File: config.mk
export PLATFORM = sky130hd
export DESIGN_NAME = mem_port_arbiter_flat
export DESIGN_NICKNAME = d
export VERILOG_FILES = /design/src/rtl/mem_port_arbiter_if.sv /design/src/rtl/mem_port_arbiter.sv /design/src/flat_wrapper.sv
export SDC_FILE = /design/constraint.sdc
export NUM_CORES = 2
export LEC_CHECK = 0
export ABC_AREA = 1
export BUFFER_PORTS_ARGS = -buffer_cell sky130_fd_sc_hd__buf_2
export CORE_AREA = 2 2 660 662
export DETAILED_ROUTE_END_ITERATION = 10
export DIE_AREA = 0 0 662 664
export PLACE_DENSITY = 0.33
export SYNTH_ARGS = -nofsm -noshare
export SYNTH_HDL_FRONTEND = slang
export SYNTH_SLANG_ARGS = --single-unit
File: constraint.sdc
create_clock -name clk_i -period 4.2 [get_ports clk_i]
set_input_delay 0 -clock clk_i [delete_from_list [all_inputs] [get_ports clk_i]]
set_output_delay 0 -clock clk_i [all_outputs]
set_load 0.01 [all_outputs]
File: src/rtl/mem_port_arbiter_if.sv
// Handshake bundle between the two cache-side requesters, the arbiter and Data_Memory.
// slave = arbiter view, master = requesters/memory view.
interface mem_port_arbiter_if #(
  parameter int ADDR_W = 32,
  parameter int DATA_W = 256
);
  logic              req0_enable_i;
  logic              req0_write_i;
  logic [ADDR_W-1:0] req0_addr_i;
  logic [DATA_W-1:0] req0_data_i;
  logic              req0_ack_o;
  logic [DATA_W-1:0] req0_data_o;

  logic              req1_enable_i;
  logic              req1_write_i;
  logic [ADDR_W-1:0] req1_addr_i;
  logic [DATA_W-1:0] req1_data_i;
  logic              req1_ack_o;
  logic [DATA_W-1:0] req1_data_o;

  logic              mem_enable_o;
  logic              mem_write_o;
  logic [ADDR_W-1:0] mem_addr_o;
  logic [DATA_W-1:0] mem_data_o;
  logic [DATA_W-1:0] mem_data_i;
  logic              mem_ack_i;

  modport slave (
    input  req0_enable_i, req0_write_i, req0_addr_i, req0_data_i,
    input  req1_enable_i, req1_write_i, req1_addr_i, req1_data_i,
    input  mem_data_i, mem_ack_i,
    output req0_ack_o, req0_data_o, req1_ack_o, req1_data_o,
    output mem_enable_o, mem_write_o, mem_addr_o, mem_data_o
  );

  modport master (
    output req0_enable_i, req0_write_i, req0_addr_i, req0_data_i,
    output req1_enable_i, req1_write_i, req1_addr_i, req1_data_i,
    output mem_data_i, mem_ack_i,
    input  req0_ack_o, req0_data_o, req1_ack_o, req1_data_o,
    input  mem_enable_o, mem_write_o, mem_addr_o, mem_data_o
  );
endinterface

File: src/rtl/mem_port_arbiter.sv
// Round-robin two-requester sequencer for the shared 256-bit Data_Memory port,
// with saturating per-requester grant counters for stall analysis.
module mem_port_arbiter #(
  parameter int ADDR_W = 32,
  parameter int DATA_W = 256,
  parameter int CNT_W  = 16
) (
  input  logic               clk_i,
  input  logic               rst_i,
  mem_port_arbiter_if.slave  bus,
  output logic [CNT_W-1:0]   gnt_cnt0_o,
  output logic [CNT_W-1:0]   gnt_cnt1_o
);

  typedef enum logic [1:0] {
    IDLE = 2'd0,
    BUSY = 2'd1,
    DONE = 2'd2
  } state_t;

  state_t            state_q;
  logic              rr_ptr_q;
  logic              gnt_q;
  logic [CNT_W-1:0]  gnt_cnt0_q;
  logic [CNT_W-1:0]  gnt_cnt1_q;
  logic              any_req_s;
  logic              win_d;

  function automatic logic [CNT_W-1:0] sat_inc(input logic [CNT_W-1:0] v);
    if (&v) begin
      return v;
    end else begin
      return v + {{(CNT_W-1){1'b0}}, 1'b1};
    end
  endfunction

  // Winner selection: a lone requester wins, a tie goes to the round-robin pointer
  always_comb begin
    any_req_s = bus.req0_enable_i | bus.req1_enable_i;
    win_d     = 1'b0;
    if (bus.req0_enable_i && bus.req1_enable_i) begin
      win_d = rr_ptr_q;
    end else if (bus.req1_enable_i) begin
      win_d = 1'b1;
    end else begin
      win_d = 1'b0;
    end
  end

  // Sequencer FSM with all bus-facing outputs registered
  always_ff @(posedge clk_i) begin
    if (!rst_i) begin
      state_q          <= IDLE;
      rr_ptr_q         <= 1'b0;
      gnt_q            <= 1'b0;
      gnt_cnt0_q       <= '0;
      gnt_cnt1_q       <= '0;
      bus.req0_ack_o   <= 1'b0;
      bus.req1_ack_o   <= 1'b0;
      bus.req0_data_o  <= '0;
      bus.req1_data_o  <= '0;
      bus.mem_enable_o <= 1'b0;
      bus.mem_write_o  <= 1'b0;
      bus.mem_addr_o   <= '0;
      bus.mem_data_o   <= '0;
    end else begin
      case (state_q)
        IDLE: begin
          if (any_req_s) begin
            gnt_q            <= win_d;
            rr_ptr_q         <= ~win_d;
            bus.mem_enable_o <= 1'b1;
            if (win_d) begin
              bus.mem_write_o <= bus.req1_write_i;
              bus.mem_addr_o  <= bus.req1_addr_i;
              bus.mem_data_o  <= bus.req1_data_i;
              gnt_cnt1_q      <= sat_inc(gnt_cnt1_q);
            end else begin
              bus.mem_write_o <= bus.req0_write_i;
              bus.mem_addr_o  <= bus.req0_addr_i;
              bus.mem_data_o  <= bus.req0_data_i;
              gnt_cnt0_q      <= sat_inc(gnt_cnt0_q);
            end
            state_q <= BUSY;
          end
        end
        BUSY: begin
          // Downstream request is frozen here; only the ack releases it
          if (bus.mem_ack_i) begin
            bus.mem_enable_o <= 1'b0;
            bus.mem_write_o  <= 1'b0;
            if (gnt_q) begin
              bus.req1_ack_o  <= 1'b1;
              bus.req1_data_o <= bus.mem_data_i;
            end else begin
              bus.req0_ack_o  <= 1'b1;
              bus.req0_data_o <= bus.mem_data_i;
            end
            state_q <= DONE;
          end
        end
        DONE: begin
          // Enables are deliberately not sampled so the finisher can drop its request
          bus.req0_ack_o <= 1'b0;
          bus.req1_ack_o <= 1'b0;
          state_q        <= IDLE;
        end
        default: begin
          bus.req0_ack_o   <= 1'b0;
          bus.req1_ack_o   <= 1'b0;
          bus.mem_enable_o <= 1'b0;
          bus.mem_write_o  <= 1'b0;
          state_q          <= IDLE;
        end
      endcase
    end
  end

  assign gnt_cnt0_o = gnt_cnt0_q;
  assign gnt_cnt1_o = gnt_cnt1_q;

endmodule

File: src/flat_wrapper.sv
// flat-port wrapper written by rule: the top's interface ports become plain ports
module mem_port_arbiter_flat 
#(
  parameter int ADDR_W = 32,
  parameter int DATA_W = 256,
  parameter int CNT_W  = 16
)
  (clk_i, rst_i, gnt_cnt0_o, gnt_cnt1_o, bus_req0_enable_i, bus_req0_write_i, bus_req0_addr_i, bus_req0_data_i, bus_req1_enable_i, bus_req1_write_i, bus_req1_addr_i, bus_req1_data_i, bus_mem_data_i, bus_mem_ack_i, bus_req0_ack_o, bus_req0_data_o, bus_req1_ack_o, bus_req1_data_o, bus_mem_enable_o, bus_mem_write_o, bus_mem_addr_o, bus_mem_data_o);
  mem_port_arbiter_if #(.ADDR_W(ADDR_W), .DATA_W(DATA_W)) bus_i ();
  input  logic clk_i;
  input  logic rst_i;
  output logic [CNT_W-1:0] gnt_cnt0_o;
  output logic [CNT_W-1:0] gnt_cnt1_o;
  input wire logic [$bits(bus_i.req0_enable_i)-1:0] bus_req0_enable_i;
  input wire logic [$bits(bus_i.req0_write_i)-1:0] bus_req0_write_i;
  input wire logic [$bits(bus_i.req0_addr_i)-1:0] bus_req0_addr_i;
  input wire logic [$bits(bus_i.req0_data_i)-1:0] bus_req0_data_i;
  input wire logic [$bits(bus_i.req1_enable_i)-1:0] bus_req1_enable_i;
  input wire logic [$bits(bus_i.req1_write_i)-1:0] bus_req1_write_i;
  input wire logic [$bits(bus_i.req1_addr_i)-1:0] bus_req1_addr_i;
  input wire logic [$bits(bus_i.req1_data_i)-1:0] bus_req1_data_i;
  input wire logic [$bits(bus_i.mem_data_i)-1:0] bus_mem_data_i;
  input wire logic [$bits(bus_i.mem_ack_i)-1:0] bus_mem_ack_i;
  output wire logic [$bits(bus_i.req0_ack_o)-1:0] bus_req0_ack_o;
  output wire logic [$bits(bus_i.req0_data_o)-1:0] bus_req0_data_o;
  output wire logic [$bits(bus_i.req1_ack_o)-1:0] bus_req1_ack_o;
  output wire logic [$bits(bus_i.req1_data_o)-1:0] bus_req1_data_o;
  output wire logic [$bits(bus_i.mem_enable_o)-1:0] bus_mem_enable_o;
  output wire logic [$bits(bus_i.mem_write_o)-1:0] bus_mem_write_o;
  output wire logic [$bits(bus_i.mem_addr_o)-1:0] bus_mem_addr_o;
  output wire logic [$bits(bus_i.mem_data_o)-1:0] bus_mem_data_o;
  assign bus_i.req0_enable_i = bus_req0_enable_i;
  assign bus_i.req0_write_i = bus_req0_write_i;
  assign bus_i.req0_addr_i = bus_req0_addr_i;
  assign bus_i.req0_data_i = bus_req0_data_i;
  assign bus_i.req1_enable_i = bus_req1_enable_i;
  assign bus_i.req1_write_i = bus_req1_write_i;
  assign bus_i.req1_addr_i = bus_req1_addr_i;
  assign bus_i.req1_data_i = bus_req1_data_i;
  assign bus_i.mem_data_i = bus_mem_data_i;
  assign bus_i.mem_ack_i = bus_mem_ack_i;
  assign bus_req0_ack_o = bus_i.req0_ack_o;
  assign bus_req0_data_o = bus_i.req0_data_o;
  assign bus_req1_ack_o = bus_i.req1_ack_o;
  assign bus_req1_data_o = bus_i.req1_data_o;
  assign bus_mem_enable_o = bus_i.mem_enable_o;
  assign bus_mem_write_o = bus_i.mem_write_o;
  assign bus_mem_addr_o = bus_i.mem_addr_o;
  assign bus_mem_data_o = bus_i.mem_data_o;
  mem_port_arbiter #(.ADDR_W(ADDR_W), .DATA_W(DATA_W), .CNT_W(CNT_W)) u_core (.clk_i(clk_i), .rst_i(rst_i), .bus(bus_i), .gnt_cnt0_o(gnt_cnt0_o), .gnt_cnt1_o(gnt_cnt1_o));
endmodule
# After elaboration in Yosys (flattened, before gate mapping)
# Index checks and enable logic that the tools add are counted.
# classes
n_addsub	2
eq_ne	6
mux	19
bitwise_logic	7
reduce_logical	13
# op_table
cell	count
256-bit two-way mux	1
16-bit by 1-bit adder with 16-bit output (second input constant)	2
32-bit two-way mux	1
16-bit AND reduction	2
3-bit AND reduction	5
1-bit two-way mux	10
4-bit AND reduction	2
1-bit inverter	6
1-bit one-hot mux with 3 select lines	2
2-bit two-way mux	2
2-bit by 1-bit != test with 1-bit output (second input constant)	2
2-bit != test (second input constant)	2
1-bit one-hot mux with 2 select lines	2
2-bit one-hot mux with 2 select lines	1
2-bit AND reduction	2
2-bit by 1-bit == test with 1-bit output (second input constant)	1
2-bit == test (second input constant)	1
2-bit logical NOT	1
1-bit logical AND	1
1-bit bitwise OR	1
# word_totals
reg_bits	840
out_inout_bits	836
wordCells	60

# Longest topological paths before layout
# depth
word_depth	5
mapped_depth	11
ltp_nobuf	10

# Worst setup path before layout
# OpenSTA, ideal clock, no wires.
# synth_path
kind	reg2reg
from	register u_core.gnt_cnt0_q[0], in the netlist u_core.gnt_cnt0_o[0]
to	register u_core.gnt_cnt0_q[14], in the netlist u_core.gnt_cnt0_o[14]
setup_time_ns	0.115
arrival_ns	1.603
required_time_ns	4.085
setup_slack_ns	2.482
path_stages_with_launch	10
n_path_buf	1
period_less_slack_ns	1.718
path_cell_list	dfxtp_1 -> ha_1 -> inv_1 -> nor2_1 -> nand2_1 -> nor2_1 -> nor2_4 -> buf_2 -> a21oi_1 -> nor2_1
# synth_via
elab_chain_len	3
word_cells_on_any_way	4
cone_classes	add/sub: 1; bitwise: 1; reduce/logical: 2
# synth_lines
item	line	text
start: declaration	mem_port_arbiter.sv:24	logic [CNT_W-1:0] gnt_cnt0_q;
start signal: assignment	mem_port_arbiter.sv:82	gnt_cnt0_q <= sat_inc(gnt_cnt0_q);
parallel branches: the longest is 3 deep, another holds 16-bit by 1-bit adder with 16-bit output	-	
# Parallel ways; which one is timed is not known.
# A chain may end at the register's enable or synchronous reset.

# Worst setup path after layout
# layout_path
from	register u_core.state_q[1]
to	register u_core.bus.mem_data_o[221]
# layout_via
elab_chain_len	2
# layout_lines
item	line	text
start: declaration	mem_port_arbiter.sv:21	state_t state_q;
start signal: assignment	mem_port_arbiter.sv:53	state_q <= IDLE;
start signal: assignment	mem_port_arbiter.sv:84	state_q <= BUSY;
start signal: assignment	mem_port_arbiter.sv:99	state_q <= DONE;
2-bit logical NOT	mem_port_arbiter.sv:67	case (state_q)
2-bit AND reduction (no line)	-	
end signal: assignment	mem_port_arbiter.sv:76	bus.mem_data_o <= bus.req1_data_i;
end signal: assignment	mem_port_arbiter.sv:81	bus.mem_data_o <= bus.req0_data_i;
end: declaration	mem_port_arbiter_if.sv:33	output mem_enable_o, mem_write_o, mem_addr_o, mem_data_o
# No other way between the ends.

==> run summary <==
The run finished with clean final reports. The logs give 0.8400 for the final weighted congestion in routability-driven placement and 840 for the number of sinks handled by clock tree synthesis. The tools report the highest ir drop seen on vdd as 0.3025 mV. In the synthesized netlist, the number of instances is 4152. The via-per-instance ratio came out at 3.146.

The count of endpoints failing hold in the final timing report was 0. Measured along the x axis, the die boundary spans 662 um. The maximum cell stage delay along the critical path was 0.71 ns.

The worst setup path is launched from a flop. The tools report the buffer cell driving the clock tree root as sky130_fd_sc_hd__clkbuf_16. The region available for standard cell placement spans 0.4327 mm2. Cts-stage hold buffer count: 1675.

The global route total overflow was 0; the total net switching power was 0.007652 W. The later-pin clock latency in the skew report was 0.86 ns; the count of routing violations after the opening detailed-route iteration was 2022. The relative slew slack was 0.3319. The clock-pin transition on the worst setup and hold timing paths was 0.07 ns.

The count of fill cells added during filler insertion was 49666; the die height was 664 um. For this run, the detailed router's first-pass iteration total came to 5. The worst hold path belongs to the class in -> reg. Setup violations remaining at the end of the flow were counted as 0. For the portion of total power attributed to combinational logic, the log shows 0.213. The Yosys step of the flow raised 0 warnings. After detailed routing, the number of remaining DRC violations is 0. The portion of synthesized cell area occupied by the leading cell type was 0.5366. The number of slew-limit violations in the final report came out at 0. For the initial antenna violation count, the log shows 132. In the final routed layout, each cell accounts on average for 23.51 um. The signal on the critical path passes through nor2_2, buf_4, o21ai_4, dlygate4sd3_1, buf_12, buf_4, nand2_1, a31oi_1, dlygate4sd3_1. The H-tree was split into 3 levels. Kind of critical path: reg -> reg. Setup total negative slack on the finished layout was measured at 0 ns. The routed layout has 41800 vias. For the fmax, the log shows 271.8 MHz.

For the starting utilization of the core area, the log shows 0.07243. The sequential fraction of design power is 0.364. The final critical-path required period is 3.679 ns. The share of power burned in the clock network came out at 0.423. Dividing the synthesized area by the synthesized cell count gives 7.548 um2.

The tools report the arrival time reported for the critical path endpoint as 4.49 ns. The fraction of power spent switching nets is 0.3147. For this design the static power due to leakage is 28.90 nW.

HPWL reported at the end of detailed placement: 250.0 mm. The slew at the pin closest to its max-slew limit is 1.002 ns, and the fraction of layout cells with a size suffix above 1 is 0.2586. Power spread over the standard cell area amounts to 362.4 mW/mm2. The floorplan has 242 rows.

Compared with the post-synthesis result, the final layout area differs by 114.1%. The most area-hungry cell type in the Yosys netlist was sky130_fd_sc_hd__dfxtp_1. The number of global-route vias before repair is 42803, and the number of nets with antenna violations after detailed routing is 0. The mapped netlist covers 0.03134 mm2. The global routing usage summed across all routing layers is 0.1357, and the first-pass GRT wire length is 399.6 mm. In this run the deepest clock path goes through 4 buffers.

Setup repair after global routing left no endpoint under its margin. Entering global routing, the biggest net connects 121 pins. The post-synthesis cell type count was 25. By area the synthesized netlist is led by sky130_fd_sc_hd__dfxtp_1, sky130_fd_sc_hd__nand2_1, sky130_fd_sc_hd__o21ai_0, sky130_fd_sc_hd__nor2_1, sky130_fd_sc_hd__a31oi_1. The period utilization was 0.8761. The tools report the number of buffers added by the clock tree synthesis step as 116.

For this block, the routed nets add up to 312.3 mm of wire. For the register area share after synthesis, the log shows 0.5366. The internal portion of the total power is 0.01666 W.

The count of nets after finishing is 8221, and the die area is 0.4396 mm2. During I/O placement, the number of pins put on the boundary was 1675. The critical path's slowest cell was sky130_fd_sc_hd__buf_4. The final design utilization is 0.1551. Synthesis produced a netlist with a net count of 4993.

Across the run, the number of max-cap violations was 0. TritonCTS built the clock tree. The largest fanout on the critical path came out at 106. The completed layout was analyzed and its total power is 0.02431 W. The clock skew is 0.05151 ns, and the data required time of the worst path is 5.01 ns.

After clock tree synthesis, the repair step resized 0 gates. Type of element capturing the critical path: a flop. The number of setup buffers added after CTS is 0, and the port buffer count is 1674. Counting flops and latches in the post-synthesis netlist gives 840.
## layout make-up
| type | instances | area, um2 | share of cell area |
|---|---|---|---|
| timing repair buffer | 3416 | 25940 | 0.3867 |
| sequential | 840 | 16820 | 0.2506 |
| multi-input combinational | 2699 | 12010 | 0.1790 |
| tap | 5734 | 7174 | 0.1069 |
| clock buffer | 163 | 3289 | 0.04903 |
| inverter | 307 | 1175 | 0.01751 |
| clock inverter | 39 | 464.2 | 0.006919 |
| antenna | 87 | 217.7 | 0.003245 |
## routing by layer
| metal | wire length [um] | vias up | global-route usage | part of all wire |
|---|---|---|---|---|
| met3 | 26570 | 523 | 0.04806 | 0.085 |
| li1 | - | 20069 | - | - |
| met5 | 253 | - | 0 | 0.00081 |
| met2 | 166000 | 1489 | 0.2597 | 0.53 |
| met4 | 21640 | 40 | 0.08305 | 0.069 |
| met1 | 97870 | 19679 | 0.1196 | 0.31 |
## cells in the mapped netlist
cell / instances
sky130_fd_sc_hd__inv_2: 5
sky130_fd_sc_hd__buf_6: 11
sky130_fd_sc_hd__xor2_1: 3
sky130_fd_sc_hd__nor2_1: 580
sky130_fd_sc_hd__nand2_1: 983
sky130_fd_sc_hd__nand4_1: 5
sky130_fd_sc_hd__buf_2: 115
sky130_fd_sc_hd__buf_4: 4
sky130_fd_sc_hd__nor3_1: 1
sky130_fd_sc_hd__o21ai_2: 1
sky130_fd_sc_hd__a211oi_1: 1
sky130_fd_sc_hd__clkbuf_1: 165
sky130_fd_sc_hd__nand3_1: 30
sky130_fd_sc_hd__a31oi_1: 289
sky130_fd_sc_hd__inv_1: 302
sky130_fd_sc_hd__dfxtp_1: 840
sky130_fd_sc_hd__nand3_2: 1
sky130_fd_sc_hd__xnor2_1: 3
sky130_fd_sc_hd__o21ai_0: 511
sky130_fd_sc_hd__buf_1: 11
sky130_fd_sc_hd__ha_1: 2
sky130_fd_sc_hd__nor2_4: 1
sky130_fd_sc_hd__o21ai_1: 6
sky130_fd_sc_hd__a21oi_1: 279
sky130_fd_sc_hd__nor2_2: 3
## power groups by stage
| stage | Sequential, W | Combinational [W] | Clock, W |
|---|---|---|---|
| floorplan | 0.00918 | 0.00113 | 0 |
| global placement | 0.00902 | 0.00379 | 0 |
| detailed placement | 0.00902 | 0.00378 | 0 |
| CTS | 0.00885 | 0.00530 | 0.0108 |
| global route | 0.00891 | 0.00560 | 0.0110 |
| finish | 0.00885 | 0.00518 | 0.0103 |
## flip-flops by register name, summed over array words and instances (netlist names)
name                     flops
u_core.bus.req0_data_o     256
u_core.bus.req1_ack_o        1
u_core.bus.mem_write_o       1
u_core.bus.req0_ack_o        1
u_core.gnt_cnt0_o           16
u_core.state_q               2
u_core.rr_ptr_q              1
u_core.bus.mem_addr_o       32
u_core.bus.mem_data_o      256
u_core.bus.mem_enable_o      1
u_core.bus.req1_data_o     256
u_core.gnt_q                 1
u_core.gnt_cnt1_o           16
## per-stage QoR
step / hold slack [ns] / worst slack (ns) / cell area [um2] / std cells
floorplan: 0.1349 / 2.482 / 31340 / 4152
global placement: 0.2435 / 0.6140 / 46350 / 11321
detailed placement: 0.2434 / 1.230 / 46350 / 11321
CTS: 0.001211 / 0.4892 / 66870 / 13198
global route: 0.04655 / 0.2324 / 67070 / 13275
finish: 0.06453 / 0.5206 / 67090 / 13285
## cell usage in the layout, fill, tap and decap left out, types with 3 or more instances in the layout
master / netlist / layout
sky130_fd_sc_hd__dlygate4sd3_1: 0 / 1675
sky130_fd_sc_hd__buf_2: 115 / 1673
sky130_fd_sc_hd__nand2_1: 983 / 983
sky130_fd_sc_hd__dfxtp_1: 840 / 840
sky130_fd_sc_hd__nor2_1: 580 / 578
sky130_fd_sc_hd__o21ai_0: 511 / 511
sky130_fd_sc_hd__inv_1: 302 / 302
sky130_fd_sc_hd__a31oi_1: 289 / 289
sky130_fd_sc_hd__a21oi_1: 279 / 279
sky130_fd_sc_hd__clkbuf_16: 0 / 116
sky130_fd_sc_hd__diode_2: 0 / 87
sky130_fd_sc_hd__buf_4: 4 / 44
sky130_fd_sc_hd__nand3_1: 30 / 30
sky130_fd_sc_hd__clkbuf_1: 165 / 26
sky130_fd_sc_hd__buf_12: 0 / 23
sky130_fd_sc_hd__clkbuf_8: 0 / 21
sky130_fd_sc_hd__clkinv_2: 0 / 16
sky130_fd_sc_hd__bufinv_16: 0 / 8
sky130_fd_sc_hd__o21ai_1: 6 / 6
sky130_fd_sc_hd__nand4_1: 5 / 5
sky130_fd_sc_hd__clkinvlp_4: 0 / 5
sky130_fd_sc_hd__inv_6: 0 / 4
sky130_fd_sc_hd__clkinv_4: 0 / 4
sky130_fd_sc_hd__nor2_2: 3 / 3
sky130_fd_sc_hd__inv_8: 0 / 3
sky130_fd_sc_hd__nor2_4: 1 / 3
sky130_fd_sc_hd__xnor2_1: 3 / 3
sky130_fd_sc_hd__xor2_1: 3 / 3
## worst paths after layout
| path | startpoint | endpoint | slack [ns] | cells past startpoint |
|---|---|---|---|---|
| setup reg to reg | u_core.state_q[1]$_SDFFE_PN0P_ | u_core.bus.mem_data_o[221]$_SDFFE_PN0P_ | 0.52 | 9 |
| setup / recovery | u_core.state_q[1]$_SDFFE_PN0P_ | u_core.bus.mem_data_o[221]$_SDFFE_PN0P_ | 0.52 | 9 |
| hold / removal | bus_mem_data_i[47] | u_core.bus.req0_data_o[47]$_SDFFE_PN0P_ | 0.06 | 4 |
| hold reg to reg | u_core.bus.req1_data_o[228]$_SDFFE_PN0P_ | u_core.bus.req1_data_o[228]$_SDFFE_PN0P_ | 0.44 | 2 |
## cells by family after synthesis
family / share of synthesized area
fa+ha+maj: 0.0007984
buf+inv: 0.08113
compound gates: 0.1853
flops: 0.5366
simple gates: 0.1944
xor+xnor: 0.001677
## critical path: cells and delay by family, from the launching register on
family | cells | cell delay [ns]
simple gates | 2 | 0.22
flops | 1 | 0.41
compound gates | 2 | 0.29
buf+inv | 5 | 2.44
Note: power is estimated with default switching activity, not from simulation.
